<file path="config.mk">
export PLATFORM = sky130hd
export DESIGN_NAME = nnrv_wb_arb
export DESIGN_NICKNAME = d
export VERILOG_FILES = /design/src/rtl/nnrv_pkg.sv /design/src/rtl/nnrv_wb_buf.sv /design/src/rtl/nnrv_wb_arb.sv
export SDC_FILE = /design/constraint.sdc
export NUM_CORES = 1
export LEC_CHECK = 0
export ABC_CLOCK_PERIOD_IN_PS = 7100
export CAP_MARGIN = 10
export CORE_ASPECT_RATIO = 1.1
export CORE_MARGIN = 3
export CORE_UTILIZATION = 43
export CTS_BUF_LIST = sky130_fd_sc_hd__clkbuf_2 sky130_fd_sc_hd__clkbuf_4 sky130_fd_sc_hd__clkbuf_8
export CTS_CLUSTER_DIAMETER = 100
export DETAILED_ROUTE_END_ITERATION = 7
export PLACE_DENSITY = 0.95
export SYNTH_ARGS = -nofsm -noshare
export SYNTH_HDL_FRONTEND = slang
export SYNTH_SLANG_ARGS = --single-unit
</file>
<file path="constraint.sdc">
create_clock -name i_clk -period 7.1 [get_ports i_clk]
set_clock_uncertainty 0.1 [all_clocks]
set_input_delay 1.42 -clock i_clk [delete_from_list [all_inputs] [get_ports i_clk]]
set_output_delay 1.42 -clock i_clk [all_outputs]
set_load 0.005 [all_outputs]
</file>
<file path="src/rtl/nnrv_pkg.sv">
// Shared types and constants for the register-file write-port arbiter.
package nnrv_pkg;

    localparam int unsigned REG_ADDR_W = 5;
    localparam logic [REG_ADDR_W-1:0] REG_X0 = 5'd0;

    // Width of the starvation counter; holds STARVE_MAX-1 for STARVE_MAX up to 15.
    localparam int unsigned WB_CNT_W = 4;

    typedef enum logic [1:0] {
        IDLE  = 2'd0,
        HOLD  = 2'd1,
        FORCE = 2'd2
    } wb_arb_state_t;

endpackage

</file>
<file path="src/rtl/nnrv_wb_buf.sv">
// One-entry holding register for a pending MDU register write.
module nnrv_wb_buf
    import nnrv_pkg::*;
#(
    parameter int unsigned XLEN = 64
) (
    input  logic                  i_clk,
    input  logic                  i_rst,
    input  logic                  i_load,
    input  logic                  i_clear,
    input  logic [REG_ADDR_W-1:0] i_rd,
    input  logic [XLEN-1:0]       i_data,
    output logic                  o_valid,
    output logic [REG_ADDR_W-1:0] o_rd,
    output logic [XLEN-1:0]       o_data
);

    logic                  valid_q, valid_d;
    logic [REG_ADDR_W-1:0] rd_q, rd_d;
    logic [XLEN-1:0]       data_q, data_d;

    // Load captures a new entry; clear empties it.
    always_comb begin
        valid_d = valid_q;
        rd_d    = rd_q;
        data_d  = data_q;
        if (i_load) begin
            valid_d = 1'b1;
            rd_d    = i_rd;
            data_d  = i_data;
        end else if (i_clear) begin
            valid_d = 1'b0;
            rd_d    = REG_X0;
            data_d  = '0;
        end
    end

    // Entry storage with synchronous reset.
    always_ff @(posedge i_clk) begin
        if (i_rst) begin
            valid_q <= 1'b0;
            rd_q    <= REG_X0;
            data_q  <= '0;
        end else begin
            valid_q <= valid_d;
            rd_q    <= rd_d;
            data_q  <= data_d;
        end
    end

    assign o_valid = valid_q;
    assign o_rd    = rd_q;
    assign o_data  = data_q;

endmodule

</file>
<file path="src/rtl/nnrv_wb_arb.sv">
// Register-file write-port arbiter: pipeline writeback has priority with zero
// latency; a buffered MDU result drains into the first free slot, and a
// starvation counter freezes the pipeline so the MDU result always lands.
module nnrv_wb_arb
    import nnrv_pkg::*;
#(
    parameter int unsigned XLEN       = 64,
    parameter int unsigned STARVE_MAX = 4
) (
    input  logic                  i_clk,
    input  logic                  i_rst,
    input  logic                  i_wb_en,
    input  logic [REG_ADDR_W-1:0] i_wb_rd,
    input  logic [XLEN-1:0]       i_wb_data,
    input  logic                  i_mdu_valid,
    input  logic [REG_ADDR_W-1:0] i_mdu_rd,
    input  logic [XLEN-1:0]       i_mdu_data,
    output logic                  o_mdu_ready,
    output logic                  o_pipe_stall,
    output logic                  o_buf_busy,
    output logic [REG_ADDR_W-1:0] o_buf_rd,
    output logic                  o_err,
    output logic                  o_reg_w_en,
    output logic [REG_ADDR_W-1:0] o_reg_w,
    output logic [XLEN-1:0]       o_reg_w_reg
);

    localparam logic [WB_CNT_W-1:0] CNT_LIMIT = WB_CNT_W'(STARVE_MAX - 1);
    localparam logic [WB_CNT_W-1:0] CNT_SAT   = {WB_CNT_W{1'b1}};

    wb_arb_state_t          state_q, state_d;
    logic [WB_CNT_W-1:0]    cnt_q, cnt_d;
    logic                   stall_q, stall_d;
    logic                   err_q, err_d;

    logic                   buf_load, buf_clear;
    logic                   buf_valid;
    logic [REG_ADDR_W-1:0]  buf_rd;
    logic [XLEN-1:0]        buf_data;

    logic                   pipe_wr;
    logic                   busy;
    logic                   collide;
    logic                   drain;

    nnrv_wb_buf #(
        .XLEN (XLEN)
    ) u_buf (
        .i_clk   (i_clk),
        .i_rst   (i_rst),
        .i_load  (buf_load),
        .i_clear (buf_clear),
        .i_rd    (i_mdu_rd),
        .i_data  (i_mdu_data),
        .o_valid (buf_valid),
        .o_rd    (buf_rd),
        .o_data  (buf_data)
    );

    // Slot usage: x0 writes do not occupy the port; a younger pipe write to the
    // buffered rd makes the buffered result dead.
    assign pipe_wr = i_wb_en && (i_wb_rd != REG_X0);
    assign busy    = (state_q != IDLE);
    assign collide = busy && pipe_wr && (i_wb_rd == buf_rd);
    assign drain   = busy && buf_valid && !pipe_wr;

    // State, counter and sticky error registers.
    always_ff @(posedge i_clk) begin
        if (i_rst) begin
            state_q <= IDLE;
            cnt_q   <= '0;
            stall_q <= 1'b0;
            err_q   <= 1'b0;
        end else begin
            state_q <= state_d;
            cnt_q   <= cnt_d;
            stall_q <= stall_d;
            err_q   <= err_d;
        end
    end

    // Next state, starvation count, buffer control and error detection.
    always_comb begin
        state_d   = state_q;
        cnt_d     = cnt_q;
        err_d     = err_q;
        buf_load  = 1'b0;
        buf_clear = 1'b0;
        unique case (state_q)
            IDLE: begin
                if (i_mdu_valid && (i_mdu_rd != REG_X0)) begin
                    buf_load = 1'b1;
                    cnt_d    = '0;
                    state_d  = HOLD;
                end
            end
            HOLD: begin
                if (collide || drain) begin
                    buf_clear = 1'b1;
                    state_d   = IDLE;
                end else begin
                    if (cnt_q != CNT_SAT) begin
                        cnt_d = cnt_q + WB_CNT_W'(1);
                    end
                    if (cnt_q == CNT_LIMIT) begin
                        state_d = FORCE;
                    end
                end
            end
            FORCE: begin
                if (collide || drain) begin
                    buf_clear = 1'b1;
                    state_d   = IDLE;
                end else if (pipe_wr) begin
                    err_d = 1'b1;
                end
            end
            default: begin
                state_d = IDLE;
            end
        endcase
        stall_d = (state_d == FORCE);
    end

    // Handshake, hazard outputs and write-port mux; all forced low during reset.
    always_comb begin
        o_mdu_ready  = 1'b0;
        o_buf_busy   = 1'b0;
        o_buf_rd     = REG_X0;
        o_reg_w_en   = 1'b0;
        o_reg_w      = REG_X0;
        o_reg_w_reg  = '0;
        o_pipe_stall = stall_q && !i_rst;
        o_err        = err_q && !i_rst;
        if (!i_rst) begin
            o_mdu_ready = (state_q == IDLE);
            o_buf_busy  = busy;
            o_buf_rd    = busy ? buf_rd : REG_X0;
            if (pipe_wr) begin
                o_reg_w_en  = 1'b1;
                o_reg_w     = i_wb_rd;
                o_reg_w_reg = i_wb_data;
            end else if (drain) begin
                o_reg_w_en  = 1'b1;
                o_reg_w     = buf_rd;
                o_reg_w_reg = buf_data;
            end
        end
    end

endmodule

</file>
==> impl_metrics.py <==
metrics = {
    "power_and_ir_drop": {
        "peakVddDrop_mv": 0.115,
        "power.density_nw_per_um2": 170,
        "cellLeakagePower_nw": 2.31,
        "total_power_mw": 1.07,
    },
    "timing": {
        "slew_headroom": 0.358,
        "fin_crit_ns": 5.60,
        "setup_violations": 0,
        "slew_violations": 0,
        "rsz0062_at_grt": "false",
        "clock.fmax_mhz": 179,
        "finalCritPeriodShare": 0.789,
        "hold_violations": 0,
        "worst_pin_slew_ns": 0.952,
        "tns_ns": 0,
    },
    "die": {
        "dieArea_um2": 10200,
        "die_w_um": 96.4,
        "initial_utilization": 0.450,
        "die_y_um": 105,
        "rows": 35,
        "core_um2": 8580,
        "pin_count": 221,
    },
    "clock_network": {
        "clockBufferDepth": 2,
        "clk_pin_slew_ns": 0.08,
        "cts_buffers": 9,
        "cts_resized": 0,
        "clock-sinks": 78,
        "cts_tree": "done",
        "cts_setup_buffers": 0,
        "clk_latency_ns": 0.34,
        "root_buffer": "clkbuf_8",
        "h-tree-depth": 3,
        "cts_hold_buf": 0,
    },
    "worst_hold_path": {
        "min_path_cells": 2,
        "whs_endpoint": "err_q$_SDFFE_PP0P_",
        "hold_class": "reg -> reg",
        "worstHoldStart": "err_q$_SDFFE_PP0P_",
    },
    "placement": {
        "port_buffers": 220,
        "dp_hpwl_um": 10100,
        "gp_congestion": 0.796,
    },
    "synthesis": {
        "synth_edf_count": 0,
        "ys_async_sr_fraction": 0,
        "syn_inst": 483,
        "ys_ff_latch": 78,
        "ys_seq_area_frac": 0.404,
        "avgSynthCellArea_um2": 8.00,
        "netlist_area_um2": 3860,
        "ys.flop_type": "dfxtp_1",
        "synthDistinctLibCells": 37,
        "syn_nets": 630,
        "ys.warnings.count": 0,
    },
    "critical_path": {
        "cp_max_fo": 34,
        "end_kind": "output pin",
        "cpPeakStageDelay_ns": 0.58,
        "r2r_setup_slack_ns": 3.97,
        "critPathBufInv": 3,
        "cp_cell_sequence": "clkdlybuf4s50_1 > or3_1 > nor3_1 > nor2_4 > buf_4 > nand2_1 > a21oi_1 > clkdlybuf4s50_1",
        "crit_family": "buffers and inverters",
        "critPathRequiredTime_ns": 5.58,
        "r2r-end": "u_buf.o_data[47]$_SDFFE_PP0P_",
        "r2r-start": "state_q[1]$_SDFF_PP0_",
        "cp_common_cell": "clkdlybuf4s50_1",
        "cp_slowest_cell": "nor2_4",
        "cp-start-kind": "input pin",
        "cp.arrival_ns": 4.08,
        "setup.worst_path.class": "in -> out",
        "crit_path_start": "i_wb_rd[4]",
        "r2r_cells": 9,
    },
    "drt": {
        "drtAntennaViolNets": 0,
        "first_iter_violations": 195,
        "via_per_inst": 5.77,
        "drc": 0,
        "wire_per_inst_um": 17.5,
        "wirelength_um": 13800,
        "dr.pass1.iters": 4,
        "vias": 4552,
    },
    "finish": {
        "fin_nets": 822,
        "drive_gt1_frac": 0.0457,
        "diodes": 0,
        "area_growth_pct": 62.8,
        "fillers": 643,
    },
    "global_route": {
        "grt-ovfl-total": 0,
        "grt_pass1_wl_um": 21700,
        "first_global_vias": 4564,
        "grt_max_degree": 72,
        "antenna_found_initial": 0,
        "grt_usage": 0.266,
    },
    "flow_run": {
        "max-cap-violations": 0,
    },
    "status": {
        "status": "finished, final reports clean",
    },
}
cells in the mapped netlist (2+ instances only):
library cell  count  area [um^2]
and2_1            6         37.5
clkbuf_1         39          146
a21oi_1          67          335
buf_2             5         25.0
inv_1             8         30.0
buf_4             2         15.0
nor2_1           17         63.8
ha_1              5         62.6
xnor2_1           4         35.0
o211ai_1          3         22.5
o31ai_1           2         15.0
dfxtp_1          78         1560
o21ai_0           2         10.0
nor2b_1           3         18.8
nand4_1           3         18.8
a31oi_1           2         12.5
or3_1             4         25.0
a22o_1           69          604
nand3_1          69          345
a32oi_1           5         43.8
nand2_1          73          274
nor3_1            2         10.0
sequential cells by signal, summed over array words and instances (netlist names):
name           count
state_q            2
u_buf.o_data      64
cnt_q              4
err_q              1
u_buf.o_valid      1
u_buf.o_rd         5
stall_q            1
final cells by class:
class / instances / area, um^2 / share of cell area
well taps: 111 / 139 / 0.0221
clock inverters: 4 / 48.8 / 0.00776
flip-flops and latches: 78 / 1560 / 0.248
multi-input cells: 350 / 2120 / 0.337
clock buffers: 10 / 138 / 0.0219
inverters: 8 / 30.0 / 0.00477
repair buffers: 228 / 2260 / 0.359
placed cells by master (no fill, tap or decap), drive strengths merged, types with 2 or more instances in the layout:
cell / netlist / layout
clkinv: 0 / 3
o31ai: 3 / 3
or3: 4 / 4
ha: 5 / 5
dfxtp: 78 / 78
inv: 8 / 8
clkbuf: 39 / 10
buf: 8 / 9
nor2: 17 / 17
nand4: 3 / 3
nand2: 73 / 73
nand3: 69 / 69
xnor2: 4 / 4
and2: 6 / 6
clkdlybuf4s50: 0 / 219
nor3: 2 / 2
a21oi: 67 / 67
a32oi: 5 / 5
o21ai: 2 / 2
nor2b: 3 / 3
o211ai: 3 / 3
a31oi: 2 / 2
a22o: 69 / 69
how the worst max path moves through the flow:
| stage | cells after the start | to |
|---|---|---|
| 2_1_floorplan | 6 | o_reg_w_reg[53] |
| 3_3_place_gp | 8 | o_reg_w_reg[3] |
| 3_5_place_dp | 8 | o_reg_w_reg[8] |
| 4_1_cts | 8 | o_reg_w_reg[8] |
| 5_1_grt | 8 | o_reg_w_reg[18] |
| 6_report | 8 | o_reg_w_reg[8] |
tightest hold or removal path: cells and delay by family, from the launching register on:
family             cells  cell delay (ns)
AOI/OAI and AO/OA      1             0.04
DFF                    1             0.33
and+or+nand+nor        1             0.07
layer usage:
layer | GRT usage | share of wire | up-vias
met4 | 0.120 | 0.035 | 0
met2 | 0.466 | 0.51 | 234
li1 | - | - | 2141
met1 | 0.296 | 0.37 | 2135
met3 | 0.0642 | 0.089 | 42
met5 | 0 | 0 | -
per-stage QoR:
| stage | std cells | cell area (um^2) | util | hold slack [ns] | worst slack (ns) |
|---|---|---|---|---|---|
| finish | 789 | 6290 | 0.733 | 0.372 | 1.50 |
| global route | 789 | 6290 | 0.733 | 0.397 | 1.29 |
| CTS | 789 | 6290 | 0.733 | 0.375 | 1.46 |
| detailed placement | 775 | 6100 | 0.711 | 0.362 | 1.47 |
| global placement | 775 | 6100 | 0.711 | 0.342 | 1.63 |
| floorplan | 483 | 3860 | - | 0.329 | 2.55 |
kinds of logic (layout without fill, tap and decap cells):
logic type                 after synthesis  count (layout)  synth area share
xor gates and xnor gates                 5               5            0.0113
adders and majority gates                5               5            0.0162
and+or+nand+nor                        179             179             0.210
AOI/OAI and AO/OA                      161             161             0.302
buffers and inverters                   55             250            0.0570
DFF                                     78              78             0.404
report_power, final:
part | total, mW | leakage (nW) | switching [mW] | internal (mW)
logic | 0.254 | 1.58 | 0.109 | 0.145
clock network | 0.326 | 0.0980 | 0.158 | 0.168
registers | 0.492 | 0.640 | 0.0212 | 0.471
total | 1.07 | 2.31 | 0.289 | 0.784
Note: power is estimated with default switching activity, not from simulation.
